**config.mk**
```make
export PLATFORM = sky130hd
export DESIGN_NAME = fmq_cmd_decoder
export DESIGN_NICKNAME = d
export VERILOG_FILES = /design/src/rtl/fmq_cmd_decoder.sv
export SDC_FILE = /design/constraint.sdc
export NUM_CORES = 1
export LEC_CHECK = 0
export BUFFER_PORTS_ARGS = -buffer_cell sky130_fd_sc_hd__buf_2
export CORE_AREA = 2 2 99 101
export CTS_CLUSTER_SIZE = 14
export DETAILED_ROUTE_END_ITERATION = 16
export DIE_AREA = 0 0 101 103
export GPL_TIMING_DRIVEN = 1
export PLACE_DENSITY = 0.66
export SYNTH_ARGS = -nofsm -noshare
export SYNTH_HDL_FRONTEND = slang
export SYNTH_SLANG_ARGS = --single-unit
```
**constraint.sdc**
```tcl
create_clock -name clk -period 5.65 [get_ports clk]
set_input_delay 0.8475 -clock clk [delete_from_list [all_inputs] [get_ports clk]]
set_output_delay 0.8475 -clock clk [all_outputs]
set_load 0.05 [all_outputs]
```
**src/rtl/fmq_cmd_decoder.sv**
```systemverilog
// Framed 3-byte command decoder sitting between the UART AXI-stream ports and the
// transducer-array control registers (phase offsets, reload, DAC), with reply bytes.
module fmq_cmd_decoder #(
  parameter int OUTPUTS      = 88,
  parameter int OFFSET_WIDTH = 11,
  parameter int CH_WIDTH     = 7,
  parameter int TIMEOUT      = 65535,
  parameter int TO_WIDTH     = 16
) (
  input  logic                  clk,
  input  logic                  rst,
  input  logic [7:0]            rx_data,
  input  logic                  rx_valid,
  output logic                  rx_ready,
  output logic [7:0]            tx_data,
  output logic                  tx_valid,
  input  logic                  tx_ready,
  output logic                  ofs_wr,
  output logic [CH_WIDTH-1:0]   ofs_ch,
  output logic [OFFSET_WIDTH:0] ofs_data,
  output logic                  reload_req,
  output logic                  dac_wr,
  output logic                  dac_sel,
  output logic [7:0]            dac_data,
  output logic [7:0]            err_count,
  output logic                  busy
);

  typedef enum logic [1:0] {
    IDLE = 2'd0,
    HDR  = 2'd1,
    B1   = 2'd2
  } state_e;

  localparam int                  OfsW        = OFFSET_WIDTH + 1;
  localparam logic [7:0]          OutputsByte = 8'(OUTPUTS);
  localparam logic [TO_WIDTH-1:0] ToLast      = TO_WIDTH'(TIMEOUT - 1);

  state_e                state_q, state_d;
  logic [6:0]            hdr_q, hdr_d;
  logic [6:0]            b1_q, b1_d;
  logic [TO_WIDTH-1:0]   to_cnt_q, to_cnt_d;
  logic [7:0]            err_q, err_d;
  logic                  tx_valid_q, tx_valid_d;
  logic [7:0]            tx_data_q, tx_data_d;
  logic                  ofs_wr_q, ofs_wr_d;
  logic [CH_WIDTH-1:0]   ofs_ch_q, ofs_ch_d;
  logic [OfsW-1:0]       ofs_data_q, ofs_data_d;
  logic                  reload_q, reload_d;
  logic                  dac_wr_q, dac_wr_d;
  logic                  dac_sel_q, dac_sel_d;
  logic [7:0]            dac_data_q, dac_data_d;

  logic                  accept;
  logic                  execute;
  logic                  frame_err;
  logic                  range_err;
  logic                  err_clr;
  logic [1:0]            opcode;
  logic [4:0]            h_field;
  logic [6:0]            ch_w;
  logic                  ch_ok;

  // A pending reply blocks the receiver so replies can never be overrun.
  assign accept  = rx_valid && !tx_valid_q;
  assign opcode  = hdr_q[6:5];
  assign h_field = hdr_q[4:0];
  assign ch_w    = {h_field, b1_q[6:5]};
  assign ch_ok   = int'(ch_w) < OUTPUTS;

  always_comb begin
    state_d   = state_q;
    hdr_d     = hdr_q;
    b1_d      = b1_q;
    to_cnt_d  = to_cnt_q;
    execute   = 1'b0;
    frame_err = 1'b0;
    if (accept) begin
      to_cnt_d = '0;
      if (rx_data[7]) begin
        // A header always restarts the frame; mid-frame it also counts as an error.
        frame_err = (state_q != IDLE);
        hdr_d     = rx_data[6:0];
        state_d   = HDR;
      end else begin
        unique case (state_q)
          IDLE: frame_err = 1'b1;
          HDR: begin
            b1_d    = rx_data[6:0];
            state_d = B1;
          end
          B1: begin
            execute = 1'b1;
            state_d = IDLE;
          end
          default: state_d = IDLE;
        endcase
      end
    end else if (state_q != IDLE) begin
      if (to_cnt_q == ToLast) begin
        state_d   = IDLE;
        to_cnt_d  = '0;
        frame_err = 1'b1;
      end else begin
        to_cnt_d = to_cnt_q + TO_WIDTH'(1);
      end
    end
  end

  // Command execution; byte2 is taken straight from rx_data on its accept edge.
  always_comb begin
    ofs_wr_d   = 1'b0;
    reload_d   = 1'b0;
    dac_wr_d   = 1'b0;
    ofs_ch_d   = ofs_ch_q;
    ofs_data_d = ofs_data_q;
    dac_sel_d  = dac_sel_q;
    dac_data_d = dac_data_q;
    tx_valid_d = tx_valid_q && !tx_ready;
    tx_data_d  = tx_data_q;
    range_err  = 1'b0;
    err_clr    = 1'b0;
    if (execute) begin
      unique case (opcode)
        2'b00: begin
          if (ch_ok) begin
            ofs_wr_d   = 1'b1;
            ofs_ch_d   = CH_WIDTH'(ch_w);
            ofs_data_d = OfsW'({b1_q[4:0], rx_data[6:0]});
          end else begin
            range_err = 1'b1;
          end
        end
        2'b01: reload_d = 1'b1;
        2'b10: begin
          tx_valid_d = 1'b1;
          if (h_field[0]) begin
            tx_data_d = err_q;
            err_clr   = 1'b1;
          end else begin
            tx_data_d = OutputsByte;
          end
        end
        default: begin
          dac_wr_d   = 1'b1;
          dac_sel_d  = h_field[4];
          dac_data_d = {b1_q[0], rx_data[6:0]};
        end
      endcase
    end
  end

  // Clear wins over a same-cycle increment; the count sticks at 255.
  always_comb begin
    err_d = err_q;
    if (err_clr) begin
      err_d = '0;
    end else if ((frame_err || range_err) && (err_q != 8'hFF)) begin
      err_d = err_q + 8'd1;
    end
  end

  always_ff @(posedge clk or negedge rst) begin
    if (!rst) begin
      state_q    <= IDLE;
      hdr_q      <= '0;
      b1_q       <= '0;
      to_cnt_q   <= '0;
      err_q      <= '0;
      tx_valid_q <= 1'b0;
      tx_data_q  <= '0;
      ofs_wr_q   <= 1'b0;
      ofs_ch_q   <= '0;
      ofs_data_q <= '0;
      reload_q   <= 1'b0;
      dac_wr_q   <= 1'b0;
      dac_sel_q  <= 1'b0;
      dac_data_q <= '0;
    end else begin
      state_q    <= state_d;
      hdr_q      <= hdr_d;
      b1_q       <= b1_d;
      to_cnt_q   <= to_cnt_d;
      err_q      <= err_d;
      tx_valid_q <= tx_valid_d;
      tx_data_q  <= tx_data_d;
      ofs_wr_q   <= ofs_wr_d;
      ofs_ch_q   <= ofs_ch_d;
      ofs_data_q <= ofs_data_d;
      reload_q   <= reload_d;
      dac_wr_q   <= dac_wr_d;
      dac_sel_q  <= dac_sel_d;
      dac_data_q <= dac_data_d;
    end
  end

  assign rx_ready   = !tx_valid_q;
  assign tx_valid   = tx_valid_q;
  assign tx_data    = tx_data_q;
  assign ofs_wr     = ofs_wr_q;
  assign ofs_ch     = ofs_ch_q;
  assign ofs_data   = ofs_data_q;
  assign reload_req = reload_q;
  assign dac_wr     = dac_wr_q;
  assign dac_sel    = dac_sel_q;
  assign dac_data   = dac_data_q;
  assign err_count  = err_q;
  assign busy       = (state_q != IDLE);

endmodule

```
== Word level (Yosys, flattened, before mapping) ==
Cells that the tools add are included.
Storage, ports and cells
  bits of input ports: 12
  bits in registers: 80
  word-level logic and storage cells: 79
  output and inout bits: 50
Operators by class
  $add $sub $neg: 2
  reduce and logical (&&, ||, !) cells: 19
  $lt $le $gt $ge: 1
  bitwise operators: 2
  eq/ne operators: 7
  multiplexer cells: 34
Operator list (count)
  $mux 16: 3
  $mux 8: 3
  $mux 1: 23
  $add 16x1->16 const B: 1
  $eq 16x16->1 const B: 1
  $reduce_and 3->1: 3
  $add 8x1->8 const B: 1
  $mux 2: 4
  $ne 8x8->1 const B: 1
  $reduce_bool 2->1: 4
  $lt 7x7->1 const B: 1
  $reduce_and 2->1: 3
  $eq 2x1->1 const B: 2
  $eq 2x2->1 const B: 2
  $logic_not 2->1: 2
  $pmux 2 s2: 1
  $logic_and 1x1->1: 3
  $ne 3x3->1 const B: 1
  $reduce_or 3->1: 1
  $logic_not 1->1: 2
  $not 1->1: 2
  $logic_or 1x1->1: 1

== Longest topological paths before layout ==
Gate-level depths: netlist (run 1).
  depth in word-level cells: 9
  depth in mapped cells: 8
  mapped depth without buffers: 7

== Least setup slack after synthesis (run 1) ==
No wires, ideal clock.
  kind: input port to flip-flop
  start: input port rx_data[7]
  end: register ofs_data_q[0], in the netlist ofs_data[0]
  path slack: 3125 ps
  cell stages on the path: 5
  data required time: 5525 ps
  setup time: 125 ps
  arrival time: 2400 ps
  cell sequence: or3b_1 nor2_1 nor4b_1 buf_2 mux2_2
On the way
  word-level cells in the longest chain between the ends: 3
Ends and longest elaborated chain
  from (decl): line 12  | input logic [7:0] rx_data,
  $mux 1: line 80  | if (rx_data[7]) begin
  $mux 1: line 78  | if (accept) begin
  $reduce_and 3->1 (no line)
  to (signal assigned): line 189  | ofs_data_q <= ofs_data_d;
  to (decl): line 48  | logic [OfsW-1:0] ofs_data_q, ofs_data_d;
No other way between the ends.
A chain may end at the register's enable or synchronous reset.

== Worst setup path after layout (run 1) ==
  start: register to_cnt_q[0]
  end: register err_q[5], in the netlist err_count[5]
On the way
  word-level cells in the longest chain between the ends: 7
Ends and longest elaborated chain
  from (decl): line 42  | logic [TO_WIDTH-1:0] to_cnt_q, to_cnt_d;
  from (signal assigned): line 183  | to_cnt_q <= to_cnt_d;
  $eq 16x16->1: line 100  | if (to_cnt_q == ToLast) begin
  $mux 1: line 100
  $mux 1: line 99  | end else if (state_q != IDLE) begin
  $mux 1: line 78
  $logic_or 1x1->1: line 158  | end else if ((frame_err || range_err) && (err_q != 8'hFF)) begin
  $logic_and 1x1->1: line 158
  $reduce_bool 2->1 (no line)
  to (signal assigned): line 184  | err_q <= err_d;
  to (decl): line 43  | logic [7:0] err_q, err_d;
No other way between the ends.

==> impl_metrics.toml, run 1 <==
[yosys]
yosysSeqAreaShare_pct = 56.1
number_of_register_bits_inferred_by_synthesis = 80
synth-async-reset-ratio_pct = 100
synthesis.area_sq_um = 3570
synthesis.instances = 313
postSynthNetCount = 328
avgSynthCellArea_sq_um = 11.4
synth-warning-count = 0
synth_enable_flop_cells = 0
yosys_most_used_dff = "sky130_fd_sc_hd__dfrtp_1"
synth.distinct_cells = 52

[placement]
port-buffer-count = 61
post-place-ws_ns = 2.76
detailedPlacementHpwl_um = 5180
post-place-cells = 481
globalplace.congestion = 0.839

[finish]
layout.cells.most_common_list = "80 x sky130_fd_sc_hd__dfrtp_1, 60 x sky130_fd_sc_hd__buf_2, 41 x sky130_fd_sc_hd__mux2_2, 32 x sky130_fd_sc_hd__nand2_1, 20 x sky130_fd_sc_hd__o21ai_0"
fillCellCount = 914
layout-area-overhead-vs-synth_pct = 17.7
n_antenna_cell = 0
multiInputGateArea_sq_um = 1480
finalNetCount = 393
post_route_cells_drive_above_1_share_pct = 34.2
regArea_sq_um = 2000
instances_no_fill = 497
mostFrequentLayoutCell = "sky130_fd_sc_hd__dfrtp_1"

[pwr]
sequentialPowerShare_pct = 44.0
internal_power_mw = 1.03
clock_power_share_pct = 25.4
comb_power_share_pct = 30.5
totalPowerFinal_mw = 1.74
leakagePower_nw = 2.05
max-vdd-ir-drop_mv = 0.284
power-per-cell-area_nw_per_um2 = 414
power_switching_share_pct = 40.9
switchingPower_mw = 0.710

[sta]
timing.clock.skew_ns = 0.00865
grt_setup_unrepaired = "false"
post-route-period-util_pct = 44.5
timing.fmax_mhz = 398
final.setup.worst_slack_ns = 3.13
timing.slew.headroom_pct = 34.0
hold_viol_final = 0
worstMarginPinSlew_ns = 0.991
setup-violations-final = 0
min_period_ns = 2.52
timing_max_transition_violations_final = 0
finalHoldWorstSlack_ns = 0.469
setup_total_negative_slack_ns = 0

[worst_hold_path]
timing.hold.worst.start = "tx_data[5]"
min_delay_worst_endpoint = "tx_data[5]"
min_path_type = "flip-flop to flip-flop"
hold-path-cell-count = 2

[clock_network]
cts_resized = 0
cts-buffers-inserted = 9
worst_skew_pair.late_latency_ns = 0.35
setup_fix_buffers_added_after_clock_tree_synthesis = 0
clkTransAtPathRegs_ns = 0.09
clockRootBuffer = "sky130_fd_sc_hd__clkbuf_8"
cts_max_level = 3
numClockSinks = 80
tritoncts_clock_tree = "built"
cts_hold_repair.buffers = 0
clock_path_buffers = 2

[grt]
first_global_vias = 2653
antenna_violations_before_repair = 0
grt_util_all_layers_pct = 16.1
grt_remaining_overflow = 0
grt_max_degree = 81
grt_pass1_wl_um = 13100

[drt]
detail_route.drc_violations = 0
finalWirelength_um = 7450
detail_route.first_pass.iterations = 4
antenna_left = 0
wl_per_cell_um = 15.0
initialDrtViolationCount = 101
num_vias = 2664
vias_per_cell = 5.36

[setup_path]
timing.critical_path.from_type = "flip-flop"
setup.worst_path.class = "flip-flop to flip-flop"
slowest_stage = "sky130_fd_sc_hd__nor4_4"
reg2reg_setup_slack_ns = 3.13
r2r_start = "to_cnt_q[0]"
arrival_ns = 2.80
cp_data_required_time_ns = 5.93
worst_setup_ep_type = "flip-flop"
crit_path_cell_trace = "inv_1 -> ha_1 -> nand4_1 -> nor4_4 -> o221ai_2 -> or4_1 -> a21boi_1"
rr_endpoint = "err_count[5]"
max_stage_delay_ns = 0.59
critPathTopFamily = "simple AND/OR/NAND/NOR gates"
timing.critical_path.fanout_max = 10
critical_path_buf_inv_count = 1
reg2regPathDepth = 7

[die]
design.portCount = 62
initial_utilization_pct = 37.7
row_count = 36
die_outline_width_um = 101
chipHeight_um = 103
design.core.area_sq_um = 9460
die_area_sq_um = 10400

[run]
max-cap-violations = 0

[run_status]
result_of_the_run = "finished, final reports clean"
[per-layer routing]
| layer | GRT usage, % | part of all wire (%) | vias to the layer above |
|---|---|---|---|
| met5 | 0 | 0 | - |
| met4 | 3.74 | 0.71 | 0 |
| met3 | 6.03 | 6.9 | 5 |
| met2 | 24.7 | 45 | 81 |
| met1 | 21.8 | 48 | 1320 |
| li1 | - | - | 1258 |
[layout make-up]
class	instances	share of cell area (%)
clock buffers	9	2.95
flip-flops and latches	80	47.6
well taps	114	3.39
multi-input cells	212	35.2
clock inverters	7	2.03
repair buffers	63	7.68
inverters	12	1.07
[tightest hold or removal path, cell delays in order (launching register included)]
cell and delay [ns]:
sky130_fd_sc_hd__dfrtp_1 0.35, sky130_fd_sc_hd__nand2_1 0.05, sky130_fd_sc_hd__nand2_1 0.05
[power groups by stage]
| stage | Clock [mW] | Sequential (mW) | Combinational (mW) |
|---|---|---|---|
| after floorplan | 0 | 1.01 | 0.154 |
| after global placement | 0 | 0.773 | 0.526 |
| after detailed placement | 0 | 0.777 | 0.535 |
| after CTS | 0.457 | 0.767 | 0.536 |
| after global routing | 0.484 | 0.785 | 0.570 |
| final | 0.442 | 0.766 | 0.531 |
[sequential cells by signal, indices dropped and copies added, names as in the netlist, 2 cells and up]
signal / flops
b1_q: 7
dac_data: 8
err_count: 8
hdr_q: 7
ofs_ch: 7
ofs_data: 12
state_q: 2
to_cnt_q: 16
tx_data: 8
[metrics by stage]
step / util (%) / instance area [sq um]
floorplan: - / 3570
global placement: 42.2 / 3990
detailed placement: 42.2 / 3990
CTS: 44.4 / 4200
global route: 44.4 / 4200
finish: 44.4 / 4200
[kinds of logic (layout without fill, tap and decap cells)]
kind of cell / Yosys count / after routing / synth area share [%]
flops: 80 / 80 / 56.1
xor+xnor: 1 / 1 / 0.245
fa+ha+maj: 3 / 3 / 1.05
compound gates: 48 / 48 / 8.59
buf+inv: 21 / 91 / 2.59
mux: 44 / 44 / 13.8
simple gates: 116 / 116 / 17.6
[Yosys cell counts (all sizes together) (2+ instances only)]
master   n  area share, %
and3     3           0.56
mux2i    3           0.84
buf      3           0.60
clkbuf   6           0.74
nor2    19            2.0
o211ai   2           0.42
and4     2           0.53
inv     11            1.2
a21oi    8            1.1
nand2b   2           0.35
nor3b    3           0.63
or3      5           0.91
nand3   17            2.4
nand4    5            1.1
o41ai    2           0.49
o21ai   20            2.8
o31ai    3           0.63
nand2   32            3.4
a21o     3           0.63
dfrtp   80             56
nor4     3           0.95
ha       3            1.1
nor3     9            1.3
a31oi    3           0.53
nor4b    3           0.74
mux2    41             13
nand3b   2           0.42
nand4b   2           0.49
or2      2           0.35
[how the worst max path moves through the flow]
stage                           start      endpoint  slack (ns)  depth (start not counted)
after floorplan            rx_data[7]   ofs_data[0]        3.12                          5
after global placement     rx_data[7]   ofs_data[3]        2.85                          6
after detailed placement   rx_data[7]   ofs_data[4]        2.76                          6
after CTS                 to_cnt_q[0]  err_count[5]        3.14                          7
after global routing      to_cnt_q[0]  err_count[5]        2.93                          7
final                     to_cnt_q[0]  err_count[5]        3.13                          7
Note: power is estimated with default switching activity, not from simulation.
==> run 2: changes to the inputs <==
ABC_AREA = 1   (was not set)
clock period = 2.5 ns   (was 5.65 ns; I/O delays follow)
==> impl_metrics.toml, run 2 <==
[yosys]
yosys_most_used_dff = "sky130_fd_sc_hd__dfrtp_1"
synth-warning-count = 0
most_numerous_cell_types_in_the_synthesized_netlist = "130 x sky130_fd_sc_hd__nand2_1, 80 x sky130_fd_sc_hd__dfrtp_1, 47 x sky130_fd_sc_hd__inv_1"
yosysSeqAreaShare_pct = 55.8
synth-async-reset-ratio_pct = 100
synthesis.area_sq_um = 3580
avgSynthCellArea_sq_um = 8.53
synth_top_area_share_pct = 55.8
synth.distinct_cells = 27
yosys.cell_count.top_type = "sky130_fd_sc_hd__nand2_1"
number_of_register_bits_inferred_by_synthesis = 80
post-synth-top-area-cell = "sky130_fd_sc_hd__dfrtp_1"
synth_enable_flop_cells = 0
synthesis.instances = 420
postSynthNetCount = 435
synth_top_cells_by_area = "sky130_fd_sc_hd__dfrtp_1 56%, sky130_fd_sc_hd__nand2_1 14%, sky130_fd_sc_hd__o21ai_0 5.3%"

[sta]
hold_viol_final = 0
finalHoldWorstSlack_ns = 0.201
setup_total_negative_slack_ns = 0
timing.slew.headroom_pct = 66.7
timing.clock.skew_ns = 0.0152
post-route-period-util_pct = 71.5
grt_setup_unrepaired = "false"
timing.fmax_mhz = 560
timing_max_transition_violations_final = 0
min_period_ns = 1.79
worstMarginPinSlew_ns = 0.499
final.setup.worst_slack_ns = 0.713
setup-violations-final = 0

[drt]
detail_route.first_pass.iterations = 4
wl_per_cell_um = 13.2
antenna_left = 0
finalWirelength_um = 7960
vias_per_cell = 4.90
initialDrtViolationCount = 117
num_vias = 2960
detail_route.drc_violations = 0

[setup_path]
critical_path_buf_inv_count = 2
arrival_ns = 1.41
reg2reg_setup_slack_ns = 0.74
worst_setup_ep_type = "output pin"
crit_path_cell_trace = "nor2_1 -> inv_1 -> buf_2"
critPathTopFamily = "flip-flops"
rr_endpoint = "tx_data[0]"
setup.worst_path.class = "flip-flop to output pin"
cp_data_required_time_ns = 2.12
r2r_start = "state_q[0]"
max_stage_delay_ns = 0.41
reg2regPathDepth = 5
timing.critical_path.fanout_max = 5
slowest_stage = "sky130_fd_sc_hd__dfrtp_1"
timing.critical_path.from_type = "flip-flop"

[worst_hold_path]
hold-path-cell-count = 2
min_delay_worst_endpoint = "tx_valid"
timing.hold.worst.start = "tx_ready"
min_path_type = "primary input to flip-flop"

[die]
chipHeight_um = 103
initial_utilization_pct = 37.9
die_outline_width_um = 101
design.portCount = 62
die_area_sq_um = 10400
row_count = 36
design.core.area_sq_um = 9460

[grt]
globalRouteMet1Util_pct = 23.1
groute.layer.met3.usage_pct = 4.54
first_global_vias = 2773
grt.busiest_layer = "met2"
grt_remaining_overflow = 0
groute.layer.met2.usage_pct = 25.3
antenna_violations_before_repair = 0
grt_util_all_layers_pct = 16.4
grt_max_degree = 51
grt_pass1_wl_um = 13400

[clock_network]
setup_fix_buffers_added_after_clock_tree_synthesis = 0
clockRootBuffer = "sky130_fd_sc_hd__clkbuf_8"
clock_path_buffers = 2
cts-buffers-inserted = 9
worst_skew_pair.late_latency_ns = 0.35
clkTransAtPathRegs_ns = 0.08
cts_resized = 0
cts_hold_repair.buffers = 1
cts_max_level = 3
numClockSinks = 80
tritoncts_clock_tree = "built"

[finish]
regArea_sq_um = 2000
multiInputGateArea_sq_um = 1360
layout.cells.most_common_list = "130 x sky130_fd_sc_hd__nand2_1, 80 x sky130_fd_sc_hd__dfrtp_1, 60 x sky130_fd_sc_hd__buf_2, 47 x sky130_fd_sc_hd__inv_1, 38 x sky130_fd_sc_hd__o21ai_0"
layout-area-overhead-vs-synth_pct = 17.7
n_antenna_cell = 0
finalNetCount = 500
layout.core_utilization_pct = 44.6
mostFrequentLayoutCell = "sky130_fd_sc_hd__nand2_1"
registers.top_by_ff_count = "to_cnt_q"
fillCellCount = 952
post_route_cells_drive_above_1_share_pct = 19.2
largest_register_ffs = 16
instances_no_fill = 604
layout.cell_area.non_filler_sq_um = 4220

[pwr]
max-vdd-ir-drop_mv = 0.485
power-per-cell-area_nw_per_um2 = 848
totalPowerFinal_mw = 3.58
leakagePower_nw = 2.25

[run_status]
result_of_the_run = "finished, final reports clean"

[placement]
port-buffer-count = 61
globalplace.congestion = 0.831
post-place-ws_ns = 0.744
post-place-cells = 587
placedInstanceArea_sq_um = 4020
detailedPlacementHpwl_um = 5690

[run]
max-cap-violations = 0
## run 2: changes by cell type after synthesis, sizes merged, moves of 4 or more
| cell | delta |
|---|---|
| o21ai | +32 |
| or3 | -5 |
| nor3 | -4 |
| nand3 | +11 |
| nand2 | +100 |
| inv | +36 |
| nor2 | +12 |
| mux2 | -41 |
| xor2 | +8 |
## run 2: layer usage
layer,share of wire [%],vias up
met4,0.83,0
met2,46,67
met1,49,1415
met5,0,-
met3,4.5,9
li1,-,1469
## run 2: worst max path at each step
stage / from / to / slack, ns / depth (start not counted)
2_1_floorplan: tx_valid / dac_data[7] / 0.44 / 7
3_3_place_gp: rx_data[7] / ofs_data[3] / 0.80 / 6
3_5_place_dp: state_q[0] / ofs_data[7] / 0.74 / 6
4_1_cts: state_q[1] / busy / 0.69 / 3
5_1_grt: tx_valid / to_cnt_q[11] / 0.44 / 9
6_report: state_q[1] / busy / 0.71 / 3
## run 2: report_power, final
part / switching [mW] / internal [mW]
registers: 0.160 / 1.49
logic: 0.790 / 0.237
clock network: 0.482 / 0.420
## run 2: logic make-up (layout without fill, tap and decap cells)
group / Yosys count / after routing / synth area share (%)
AOI/OAI and AO/OA: 64 / 64 / 10.1
xor gates and xnor gates: 9 / 9 / 2.20
adders and majority gates: 3 / 3 / 1.05
buffers and inverters: 58 / 128 / 6.28
DFF: 80 / 80 / 55.8
and+or+nand+nor: 206 / 206 / 24.5
## run 2: cell type report
| type | instances | share of cell area, % |
|---|---|---|
| inverter | 48 | 4.27 |
| multi-input combinational | 282 | 32.2 |
| clock buffer | 11 | 3.59 |
| sequential | 80 | 47.5 |
| tap | 114 | 3.38 |
| clock inverter | 5 | 0.920 |
| timing repair buffer | 64 | 8.19 |
==> run 3: changes to the inputs <==
PLACE_DENSITY = 0.69   (was 0.66)
clock period = 1.6 ns   (was 2.5 ns; I/O delays follow)
==> impl_metrics.toml, run 3 (synthesis results as in run 2) <==
[drt]
finalWirelength_um = 8110
initialDrtViolationCount = 125
detail_route.first_pass.iterations = 4
vias_per_cell = 4.85
detail_route.drc_violations = 0
num_vias = 3010
antenna_left = 0
wl_per_cell_um = 13.1

[pwr]
leakagePower_nw = 2.36
totalPowerFinal_mw = 5.84
power-per-cell-area_nw_per_um2 = 1300
max-vdd-ir-drop_mv = 0.806

[grt]
first_global_vias = 2857
grt_util_all_layers_pct = 15.9
antenna_violations_before_repair = 0
grt_max_degree = 34
grt_remaining_overflow = 0
grt_pass1_wl_um = 13200

[setup_path]
setup.worst_path.class = "flip-flop to output pin"
arrival_ns = 1.34
cp_data_required_time_ns = 1.36
timing.critical_path.fanout_max = 4
worst_setup_ep_type = "output pin"
timing.critical_path.from_type = "flip-flop"

[placement]
port-buffer-count = 61
detailedPlacementHpwl_um = 5730
placedInstanceArea_sq_um = 4170
post-place-ws_ns = -0.0593
globalplace.congestion = 0.923
post-place-cells = 601

[finish]
registers.top_by_ff_count = "to_cnt_q"
regArea_sq_um = 2010
mostFrequentLayoutCell = "sky130_fd_sc_hd__nand2_1"
multiInputGateArea_sq_um = 1470
layout.cell_area.non_filler_sq_um = 4510
n_antenna_cell = 0
largest_register_ffs = 16
instances_no_fill = 621
finalNetCount = 518
layout.cells.most_common_list = "127 x sky130_fd_sc_hd__nand2_1, 76 x sky130_fd_sc_hd__dfrtp_1, 59 x sky130_fd_sc_hd__buf_2, 45 x sky130_fd_sc_hd__inv_1, 26 x sky130_fd_sc_hd__nor2_1"
post_route_cells_drive_above_1_share_pct = 26.4
layout-area-overhead-vs-synth_pct = 25.7
fillCellCount = 899

[sta]
timing.clock.skew_ns = 0.0102
final.setup.worst_slack_ns = 0.0184
finalHoldWorstSlack_ns = 0.0717
min_period_ns = 1.58
timing.slew.headroom_pct = 71.9
post-route-period-util_pct = 98.8
hold_viol_final = 0
timing.fmax_mhz = 632
grt_setup_unrepaired = "true"
setup-violations-final = 0
worstMarginPinSlew_ns = 0.421
timing_max_transition_violations_final = 0

[die]
die_area_sq_um = 10400
initial_utilization_pct = 37.9
die_outline_width_um = 101
design.core.area_sq_um = 9460
row_count = 36
chipHeight_um = 103
design.portCount = 62

[clock_network]
clock_path_buffers = 2
cts-buffers-inserted = 9
clockRootBuffer = "sky130_fd_sc_hd__clkbuf_8"
tritoncts_clock_tree = "built"
clkTransAtPathRegs_ns = 0.08
cts_max_level = 3
numClockSinks = 80
worst_skew_pair.late_latency_ns = 0.35

[run]
max-cap-violations = 0

[run_status]
result_of_the_run = "finished, final reports clean"

[worst_hold_path]
min_path_type = "primary input to flip-flop"
==> run 3: metal layers <==
layer	global-route usage, %	up-vias	share of wire, %
li1	-	1514	-
met1	22.3	1414	49
met2	24.9	69	46
met3	4.00	13	3.9
met4	4.37	0	1.5
met5	0	-	0
==> run 3: power breakdown <==
part	total [mW]	leakage, nW	switching, mW	internal (mW)
registers	2.50	1.07	0.179	2.33
clock network	1.49	0.0957	0.765	0.721
logic	1.85	1.20	1.36	0.487
total	5.84	2.36	2.30	3.53
==> run 3: what timing repair did <==
action,in CTS,in global routing
endpoints found under the setup margin,13,49
buffers inserted,0,4
pin swaps,1,3
hold buffers,1,0
endpoints found under the hold margin,18,0
resized for setup,2,23
==> run 3: path summary, 6_finish.rpt <==
| path | start | to | slack, ns | depth (start not counted) |
|---|---|---|---|---|
| max | state_q[1] | busy | 0.02 | 4 |
| min | tx_ready | tx_valid | 0.07 | 2 |
| max reg2reg | to_cnt_q[1] | err_count[5] | 0.03 | 10 |
| min reg2reg | ofs_data[8] | ofs_data[8] | 0.48 | 2 |
| max in group asynchronous | rst | ofs_data[1] | 0.73 | 3 |
| min in group asynchronous | rst | ofs_ch[0] | 0.32 | 2 |
==> run 3: critical path, stage by stage, from the launching register on <==
cell,delay [ns]
sky130_fd_sc_hd__dfrtp_1,0.43
sky130_fd_sc_hd__nor2_2,0.15
sky130_fd_sc_hd__buf_4,0.15
sky130_fd_sc_hd__inv_1,0.08
sky130_fd_sc_hd__buf_4,0.20
==> run 3: layout make-up <==
cell class                      count  share of cell area (%)
Tap cell                          114                    3.17
Timing Repair Buffer               82                    11.3
Clock inverter                      6                    1.53
Multi-Input combinational cell    282                    32.6
Sequential cell                    80                    44.5
Clock buffer                        9                    2.75
Inverter                           48                    4.14
==> run 3: through the flow <==
stage	setup TNS (ns)	utilization [%]
finish	0	47.6
global route	-0.536	47.6
CTS	-0.167	46.3
detailed placement	-0.259	44.1
global placement	-0.249	44.1
floorplan	-7.82	-
